File: config.mk
export PLATFORM = sky130hd
export DESIGN_NAME = serial_subtractor
export DESIGN_NICKNAME = d
export VERILOG_FILES = /design/src/rtl/serial_subtractor.sv
export SDC_FILE = /design/constraint.sdc
export NUM_CORES = 1
export LEC_CHECK = 0
export ABC_AREA = 1
export BUFFER_PORTS_ARGS = -buffer_cell sky130_fd_sc_hd__buf_2
export CAP_MARGIN = 20
export CELL_PAD_IN_SITES_DETAIL_PLACEMENT = 2
export CELL_PAD_IN_SITES_GLOBAL_PLACEMENT = 2
export CORE_ASPECT_RATIO = 1.4
export CORE_MARGIN = 1
export CORE_UTILIZATION = 33
export CTS_CLUSTER_DIAMETER = 120
export DETAILED_ROUTE_END_ITERATION = 12
export PLACE_DENSITY_LB_ADDON = 0.1
export REMOVE_ABC_BUFFERS = 1
export SLEW_MARGIN = 20
export SYNTH_ARGS = -nofsm -noshare
export SYNTH_HDL_FRONTEND = slang
export SYNTH_SLANG_ARGS = --single-unit
File: constraint.sdc
create_clock -name clk -period 2.1 [get_ports clk]
set_clock_uncertainty 0.15 [all_clocks]
set_input_delay 0.42 -clock clk [delete_from_list [all_inputs] [get_ports clk]]
set_output_delay 0.42 -clock clk [all_outputs]
set_load 0.02 [all_outputs]
File: src/rtl/serial_subtractor.sv
// serial_subtractor: bit-serial a - b - b_in, LSB first, one bit per clock.
// An operation is launched from IDLE by start, runs WIDTH cycles in RUN,
// then presents a one-cycle done pulse in DONE. diff/b_out only change
// at completion, so partial results are never visible.
// Optional feature: define SERIAL_SUB_OVERFLOW_EN to add the signed
// overflow flag output ovf (updated together with diff).
module serial_subtractor #(
  parameter int WIDTH = 4
) (
  input  logic             clk,
  input  logic             rst_n,
  input  logic             start,
  input  logic [WIDTH-1:0] a,
  input  logic [WIDTH-1:0] b,
  input  logic             b_in,
  output logic             busy,
  output logic             done,
  output logic [WIDTH-1:0] diff,
  output logic             b_out
`ifdef SERIAL_SUB_OVERFLOW_EN
  ,
  output logic             ovf
`endif
);

  localparam int CNT_W = $clog2(WIDTH + 1);

  typedef enum logic [1:0] {
    IDLE = 2'd0,
    RUN  = 2'd1,
    DONE = 2'd2
  } state_t;

  state_t state, state_next;

  logic [WIDTH-1:0] a_sh;
  logic [WIDTH-1:0] b_sh;
  // Holds the upper WIDTH-1 result bits collected so far; the final bit
  // is merged in on the completing edge straight into diff.
  logic [WIDTH-2:0] res_sh;
  logic             br;
  logic [CNT_W-1:0] cnt;

  logic             d_bit;
  logic             br_next;
  logic             last_bit;
  logic [WIDTH-1:0] res_next;

  // Full-subtractor cell for the current bit and the shifted result word.
  always_comb begin
    d_bit    = a_sh[0] ^ b_sh[0] ^ br;
    br_next  = (~a_sh[0] & b_sh[0]) | (~(a_sh[0] ^ b_sh[0]) & br);
    res_next = {d_bit, res_sh};
    last_bit = (cnt == CNT_W'(WIDTH - 1));
  end

  // State register.
  always_ff @(posedge clk or negedge rst_n) begin
    if (!rst_n) state <= IDLE;
    else        state <= state_next;
  end

  // Next-state logic and status outputs decoded from the state.
  always_comb begin
    state_next = state;
    busy       = 1'b0;
    done       = 1'b0;
    case (state)
      IDLE: if (start) state_next = RUN;
      RUN: begin
        busy = 1'b1;
        if (last_bit) state_next = DONE;
      end
      DONE: begin
        done       = 1'b1;
        state_next = IDLE;
      end
      default: state_next = IDLE;
    endcase
  end

  // Operand capture, serial shifting and result publication.
  always_ff @(posedge clk or negedge rst_n) begin
    if (!rst_n) begin
      a_sh   <= '0;
      b_sh   <= '0;
      res_sh <= '0;
      br     <= 1'b0;
      cnt    <= '0;
      diff   <= '0;
      b_out  <= 1'b0;
`ifdef SERIAL_SUB_OVERFLOW_EN
      ovf    <= 1'b0;
`endif
    end else begin
      case (state)
        IDLE: begin
          if (start) begin
            a_sh   <= a;
            b_sh   <= b;
            br     <= b_in;
            res_sh <= '0;
            cnt    <= '0;
          end
        end
        RUN: begin
          a_sh   <= a_sh >> 1;
          b_sh   <= b_sh >> 1;
          br     <= br_next;
          res_sh <= res_next[WIDTH-1:1];
          cnt    <= cnt + CNT_W'(1);
          if (last_bit) begin
            diff  <= res_next;
            b_out <= br_next;
`ifdef SERIAL_SUB_OVERFLOW_EN
            // Borrow into the MSB differing from borrow out of it means
            // the signed result does not fit in WIDTH bits.
            ovf   <= br ^ br_next;
`endif
          end
        end
        default: ;
      endcase
    end
  end

endmodule

# --- Yosys cells after proc, flatten, opt, wreduce, memory -nomap -nowiden ---
# Index checks and enable logic that the tools add are counted.
totals:
  ff_bits: 22
  latch_bits: 0
  ram_bits: 0
  rom_bits: 0
  output_inout_bits: 7
  wordCells: 40
  n_memories: 0
classes:
  add_sub_neg: 1
  n_mul: 0
  div: 0
  order_cmp: 0
  eq_ne: 5
  shifts: 0
  mux: 14
  n_bitwise: 7
  reduce_logical: 5
op_table:
  columns: ["cell", "count"]
  rows:
  - ["4-bit one-hot mux with 2 select lines", 2]
  - ["3-bit one-hot mux with 2 select lines", 2]
  - ["4-bit 2-to-1 mux", 2]
  - ["2-bit AND reduction", 3]
  - ["2-bit 2-to-1 mux", 2]
  - ["2-bit inequality test (second input constant)", 2]
  - ["2-bit one-hot mux with 2 select lines", 1]
  - ["3-bit by 1-bit adder with 3-bit output (second input constant)", 1]
  - ["3-bit by 2-bit equality test with 1-bit output (second input constant)", 1]
  - ["1-bit 2-to-1 mux", 3]
  - ["3-bit 2-to-1 mux", 1]
  - ["1-bit bitwise AND", 2]
  - ["2-bit by 1-bit equality test with 1-bit output (second input constant)", 1]
  - ["2-bit equality test (second input constant)", 1]
  - ["2-bit logical NOT", 1]
  - ["1-bit inverter", 2]
  - ["1-bit one-hot mux with 2 select lines", 1]
  - ["2-bit nonzero test", 1]
  - ["1-bit XOR", 2]
  - ["1-bit OR", 1]

# --- Logic depth before layout (Yosys ltp) ---
# Gate-level depths: netlist (run 1).
logic_depth:
  ltp_word: 5
  ltp_mapped: 7
  depth_no_buf: 6

# --- Least setup slack after synthesis (run 1) ---
# No wires, ideal clock.
synth_path:
  path_type: "register to output"
  start: "register state[1]"
  end: "output port done"
  arrival_time_ns: 0.877
  required_time_ns: 1.530
  setup_slack_ns: 0.653
  path_stages_with_launch: 4
  cell_sequence: "dfrtp_1 inv_2 buf_2 nor2_1"
synth_via:
  elab_chain_cells: 2
synth_lines:
  columns: ["item", "line", "text"]
  rows:
  - ["from (decl)", "34", "state_t state, state_next;"]
  - ["from (signal assigned)", "60", "else state <= state_next;"]
  - ["2-bit equality test", "68", "case (state)"]
  - ["1-bit 2-to-1 mux", "68", null]
  - ["to (decl)", "17", "output logic done,"]
# Every way passes these cells.

# --- Worst setup path after layout (run 1) ---
layout_path:
  start: "register state[0]"
  end: "output port busy"
layout_via:
  elab_chain_cells: 2
layout_lines:
  columns: ["item", "line", "text"]
  rows:
  - ["2-bit by 1-bit equality test with 1-bit output", "68", null]
  - ["1-bit 2-to-1 mux", "68", null]
  - ["to (decl)", "16", "output logic busy,"]
# Every way passes these cells.

==> flow_metrics.py, run 1 <==
metrics = {
    "drt": {
        "dr.pass1.iters": 2,
        "wirelength_um": 2440,
        "routed-via-count": 842,
        "drc": 0,
        "first_iter_violations": 7,
        "wl_per_cell_um": 13.9,
        "postRouteAntennaNets": 0,
        "routed_via_density": 4.81,
    },
    "cts": {
        "htree_levels": 1,
        "post_cts_buffers": 0,
        "clk_latency_ns": 0.26,
        "cts_buffer_depth": 2,
        "clkTransAtPathRegs_ns": 0.07,
        "cts_resized": 0,
        "cts_buffers": 3,
        "clock_sinks": 22,
        "cts_root_buf": "clkbuf_8",
        "cts_tree": "done",
    },
    "flow_run": {
        "max_cap_violations": 0,
    },
    "synthesis": {
        "synth_warnings": 0,
        "synth_area_per_cell_um2": 8.52,
        "synth.distinct_cells": 18,
        "synth-seq-cells": 22,
        "synth_area_mm2": 0.00101,
        "synthCells": 119,
        "ys_seq_area_share_pct": 54.3,
    },
    "power": {
        "finalPower_mw": 1.81,
        "ir_worst_vdd_mv": 0.535,
        "powerDensity_mw_per_mm2": 1530,
        "leakage_nw": 0.649,
    },
    "critical_path": {
        "cp.required_ns": 1.53,
        "crit_start": "state[0]",
        "worstReg2RegStart": "state[1]",
        "criticalPathCategory": "flip-flop to primary output",
        "cp-start-kind": "flip-flop",
        "path_max_fanout": 12,
        "reg2reg_setup_slack_ns": 0.52,
        "cp-end-kind": "primary output",
        "cp.arrival_ns": 1.39,
    },
    "timing": {
        "final_hold_viol_count": 0,
        "finalMaxSlewViolations": 0,
        "worst_slew_pin_slew_ns": 0.531,
        "slew_headroom_pct": 64.6,
        "period_share_pct": 93.4,
        "fin_crit_ns": 1.96,
        "fin_tns_setup_ns": 0,
        "finalSetupViolations": 0,
        "max_freq_mhz": 510,
        "rsz0062_at_grt": "no",
    },
    "floorplanning": {
        "rows": 23,
        "die_height_um": 67.6,
        "die-area_mm2": 0.00330,
        "coreArea_mm2": 0.00288,
        "io_pins": 19,
        "fp.dieW_um": 48.8,
        "start_util_pct": 35.2,
    },
    "hold_path": {
        "min_from": "b[3]",
        "hold_class": "input port to flip-flop",
    },
    "outcome": {
        "run_status": "complete, no violations",
    },
    "cells_and_area": {
        "drive_above_1_share_pct": 19.6,
        "finalNetCount": 155,
        "fin_util_pct": 41.0,
        "nFillCells": 370,
        "final_common_cell": "nand2_1",
        "syn2layout_area_growth_pct": 16.4,
        "final_cell_mix": "nand2_1 (37), dfrtp_1 (22), inv_1 (19)",
        "diodes": 0,
    },
    "place": {
        "port_buffers": 18,
        "hpwl_um": 1830,
        "gp_congestion": 0.631,
    },
    "grt": {
        "antenna_found_initial": 0,
        "grt_pass1_vias": 919,
        "grt_max_degree": 23,
        "grt_overflow_total": 0,
        "grt_pass1_wl_um": 4190,
        "track_usage_pct": 17.1,
    },
}
-- kinds of logic (layout without fill, tap and decap cells) --
group | after synthesis | after routing | synth area share, %
buffers and inverters | 23 | 42 | 9.51
AOI/OAI and AO/OA | 13 | 13 | 6.91
and+or+nand+nor | 58 | 58 | 24.8
DFF | 22 | 22 | 54.3
adders and majority gates | 3 | 3 | 4.44
-- repair_timing --
| action | CTS | global route |
|---|---|---|
| hold endpoints to repair | 18 | 0 |
| setup endpoints to repair | 0 | 0 |
| hold buffers | 1 | 0 |
-- routing by layer --
| layer | part of all wire, % | wire [um] | vias up | track usage (%) |
|---|---|---|---|---|
| met1 | 43 | 1060 | 417 | 18.7 |
| met5 | 0 | 0 | - | 0 |
| met3 | 2.8 | 69 | 4 | 2.25 |
| li1 | - | - | 405 | - |
| met2 | 52 | 1270 | 16 | 33.2 |
| met4 | 1.5 | 36 | 0 | 6.62 |
-- synth_stat cells (all sizes together) --
cell   count  area share (%)
dfrtp     22              54
nand2     40              16
ha         2             2.5
o21ai     11             5.8
nand4      1            0.62
fa         1             2.0
o22ai      1            0.62
nand3     13             6.4
buf        3             2.1
a21oi      1            0.49
nor2       4             2.2
inv       20             7.4
-- state kept, by name (all words and copies together), names as in the netlist --
| name | count |
|---|---|
| diff | 4 |
| state | 2 |
| res_sh | 3 |
| br | 1 |
| cnt | 3 |
| b_sh | 4 |
| b_out | 1 |
| a_sh | 4 |
-- per-stage QoR --
stage / hold WS, ns / cells / setup slack (ns) / area (um2)
3_5_place_dp: 0.280 / 171 / 0.424 / 1130
5_1_grt: 0.244 / 175 / 0.0236 / 1180
2_1_floorplan: -0.0256 / 116 / 0.683 / 992
4_1_cts: 0.219 / 175 / 0.120 / 1180
6_report: 0.221 / 175 / 0.139 / 1180
3_3_place_gp: 0.264 / 171 / 0.451 / 1130
-- worst max-delay path: stages (launching register included) --
cell and delay, ns:
dfrtp_1 0.57, inv_1 0.16, nor2_4 0.21, buf_2 0.20
-- final cells by class --
class,instances,area (um2),area share (%)
flip-flops and latches,22,551,46.7
multi-input cells,74,367,31.1
repair buffers,19,100,8.48
inverters,20,75.1,6.36
well taps,37,46.3,3.92
clock buffers,3,41.3,3.50
-- power breakdown --
group	internal, mW	switching [mW]	leakage [nW]
Sequential	0.616	0.133	0.277
Clock	0.128	0.130	0.0216
Combinational	0.281	0.520	0.351
Total	1.02	0.783	0.649
-- worst paths after layout --
check | endpoint | cells past startpoint
min | b_sh[3] | 3
min in group asynchronous | cnt[0] | 2
max reg2reg | br | 5
max in group asynchronous | res_sh[0] | 2
max | busy | 3
min reg2reg | b_sh[2] | 2
Note: power is estimated with default switching activity, not from simulation.
==> inputs of run 2 (changes only) <==
Settings changed: ABC_AREA 1 to default, CORE_UTILIZATION 33 to 37.
==> flow_metrics.py, run 2 <==
metrics = {
    "cells_and_area": {
        "largestRegisters": "a_sh: 4 flops, b_sh: 4 flops, diff: 4 flops",
        "final_common_cell": "dfrtp_1",
        "finalNetCount": 123,
        "final_cell_mix": "dfrtp_1 (21), buf_2 (18), o22ai_1 (12)",
        "final_cells": 141,
        "diodes": 0,
        "seq_area_um2": 552,
        "multi_input_area_um2": 387,
        "final_cell_area_mm2": 0.00117,
        "nFillCells": 280,
        "syn2layout_area_growth_pct": 17.7,
        "drive_above_1_share_pct": 27.1,
    },
    "synthesis": {
        "synth_edf_count": 0,
        "yosys.area_share.adder_pct": 4.54,
        "synth_area_leaders": "dfrtp_1 (55%), o22ai_1 (7.6%), mux2_1 (4.5%), a21oi_1 (3.5%), a22o_1 (3.5%)",
        "synth-xor-area-share_pct": 0,
        "ys_async_sr_fraction_pct": 100,
        "synthMuxAreaShare_pct": 4.54,
        "synth_top_area_cell": "dfrtp_1",
        "synth-compound-area-share_pct": 21.3,
        "synth_warnings": 0,
        "synthCells": 87,
        "synth-seq-cells": 22,
        "synth_top_family_by_area": "compound AO/OA/AOI/OAI gates",
        "synthFlopType": "dfrtp_1",
        "synth_area_per_cell_um2": 11.4,
        "synth_area_um2": 992,
        "synth.distinct_cells": 24,
        "synth_top_area_share_pct": 55.5,
        "yosys.area_share.simple_pct": 8.58,
        "ys_seq_area_share_pct": 55.5,
        "synth.top_cells.by_count": "dfrtp_1 (22), o22ai_1 (12), a21oi_1 (7), o21ai_0 (7), inv_1 (6)",
        "yosysMostFrequentCell": "dfrtp_1",
    },
    "power": {
        "leakage_nw": 0.568,
        "clkPwrFrac_pct": 17.7,
        "p_comb_share_pct": 39.9,
        "p_switching_mw": 0.721,
        "p_seq_share_pct": 42.5,
        "ir_worst_vdd_mv": 0.596,
        "p_int_mw": 1.12,
        "powerDensity_mw_per_mm2": 1580,
        "swShare_pct": 39.1,
    },
    "critical_path": {
        "cp.arrival_ns": 1.42,
        "cp-end-kind": "primary output",
        "criticalPathCategory": "flip-flop to primary output",
        "path_cells": "nand2b_1 -> inv_2 -> buf_2",
        "path_max_fanout": 10,
        "slowest_stage": "dfrtp_1",
        "cp-start-kind": "flip-flop",
        "cpPeakStageDelay_ns": 0.52,
        "cp.required_ns": 1.53,
        "crit_family": "flip-flops",
        "path_buf_inv": 2,
    },
    "drt": {
        "dr.pass1.iters": 2,
        "routed_via_density": 5.43,
        "postRouteAntennaNets": 0,
        "routed-via-count": 765,
        "wirelength_um": 2460,
        "wl_per_cell_um": 17.5,
        "drc": 0,
        "first_iter_violations": 2,
    },
    "grt": {
        "grt_max_degree": 23,
        "grt_pass1_vias": 863,
        "track_usage_pct": 20.5,
        "grt_pass1_wl_um": 4200,
        "antenna_found_initial": 0,
        "grt_overflow_total": 0,
    },
    "timing": {
        "fin_tns_setup_ns": 0,
        "final_hold_viol_count": 0,
        "max_freq_mhz": 504,
        "finalMaxSlewViolations": 0,
        "slew_headroom_pct": 66.1,
        "fin_crit_ns": 1.99,
        "rsz0062_at_grt": "no",
        "worst_slew_pin_slew_ns": 0.509,
        "finalSetupViolations": 0,
        "period_share_pct": 94.5,
        "fin_ws_ns": 0.115,
    },
    "floorplanning": {
        "start_util_pct": 40.2,
        "die_height_um": 63.3,
        "io_pins": 19,
        "die-area_mm2": 0.00290,
        "rows": 21,
        "coreArea_mm2": 0.00247,
        "fp.dieW_um": 45.8,
    },
    "place": {
        "dpl.cell_count": 136,
        "placed_area_mm2": 0.00110,
        "hpwl_um": 1760,
        "place_ws_ns": 0.432,
        "gp_congestion": 0.683,
        "port_buffers": 18,
    },
    "cts": {
        "htree_levels": 1,
        "clkTransAtPathRegs_ns": 0.12,
        "post_cts_buffers": 0,
        "clk_latency_ns": 0.31,
        "cts_buffer_depth": 2,
        "cts_buffers": 3,
        "cts_root_buf": "clkbuf_4",
        "cts_tree": "done",
        "clock_sinks": 22,
    },
    "hold_path": {
        "hold_class": "input port to flip-flop",
    },
    "outcome": {
        "run_status": "complete, no violations",
    },
    "flow_run": {
        "max_cap_violations": 0,
    },
}
## run 2: cell count changes in the layout (fill, tap and decap cells not counted), moves of 4 or more
cell     delta
nand2_1    -32
inv_1      -13
nand3_1    -13
o22ai_1    +11
a21oi_1     +6
a22o_1      +4
mux2_1      +4
## run 2: repair_timing
action                     CTS  global route
setup endpoints to repair    0             1
hold endpoints to repair    22             0
hold buffers                 1             0
gates resized for setup      0             1
## run 2: worst paths after layout
kind	startpoint	to	slack, ns	cells after the start
worst max register to register	cnt[0]	diff[3]	0.52	4
worst min register to register	diff[2]	diff[2]	0.35	1
min in group asynchronous	rst_n	b_sh[1]	0.46	2
max in group asynchronous	rst_n	state[0]	0.97	2
worst min-delay path	b[3]	b_sh[3]	0.20	3
worst max-delay path	state[1]	busy	0.11	3
## run 2: kinds of logic after synthesis
group,after synthesis
compound gates,33
flops,22
simple gates,14
buf+inv,11
mux,4
fa+ha+maj,3
## run 2: cell type report
| cell class | count | area share [%] |
|---|---|---|
| clock buffers | 3 | 1.93 |
| clock inverters | 1 | 2.57 |
| inverters | 7 | 2.25 |
| multi-input cells | 54 | 33.1 |
| flip-flops and latches | 22 | 47.3 |
| well taps | 34 | 3.64 |
| repair buffers | 20 | 9.22 |
## run 2: metal layers
layer | track usage (%) | vias to the layer above | routed length (um)
met3 | 2.58 | 2 | 66
met2 | 35.2 | 15 | 1370
li1 | - | 353 | -
met4 | 7.72 | 0 | 21
met1 | 24.9 | 395 | 1000
met5 | 0 | - | 0
## run 2: per-stage QoR
| stage | hold WS, ns | util, % | power [mW] |
|---|---|---|---|
| floorplan | -0.0256 | - | 1.25 |
| global placement | 0.262 | 44.7 | 1.48 |
| detailed placement | 0.267 | 44.7 | 1.53 |
| CTS | 0.192 | 47.2 | 1.87 |
| global route | 0.196 | 47.3 | 1.99 |
| finish | 0.197 | 47.3 | 1.84 |
## run 2: power groups by stage
stage	clock network, mW	logic, mW	registers, mW
after floorplan	0	0.464	0.785
after global placement	0	0.700	0.776
after detailed placement	0	0.735	0.792
after CTS	0.336	0.753	0.785
after global routing	0.354	0.825	0.810
final	0.326	0.735	0.784
## run 2: worst min-delay path, delay by kind of cell
family	cells	cell delay [ns]
simple gates	1	0.04
buf+inv	1	0.10
compound gates	1	0.06
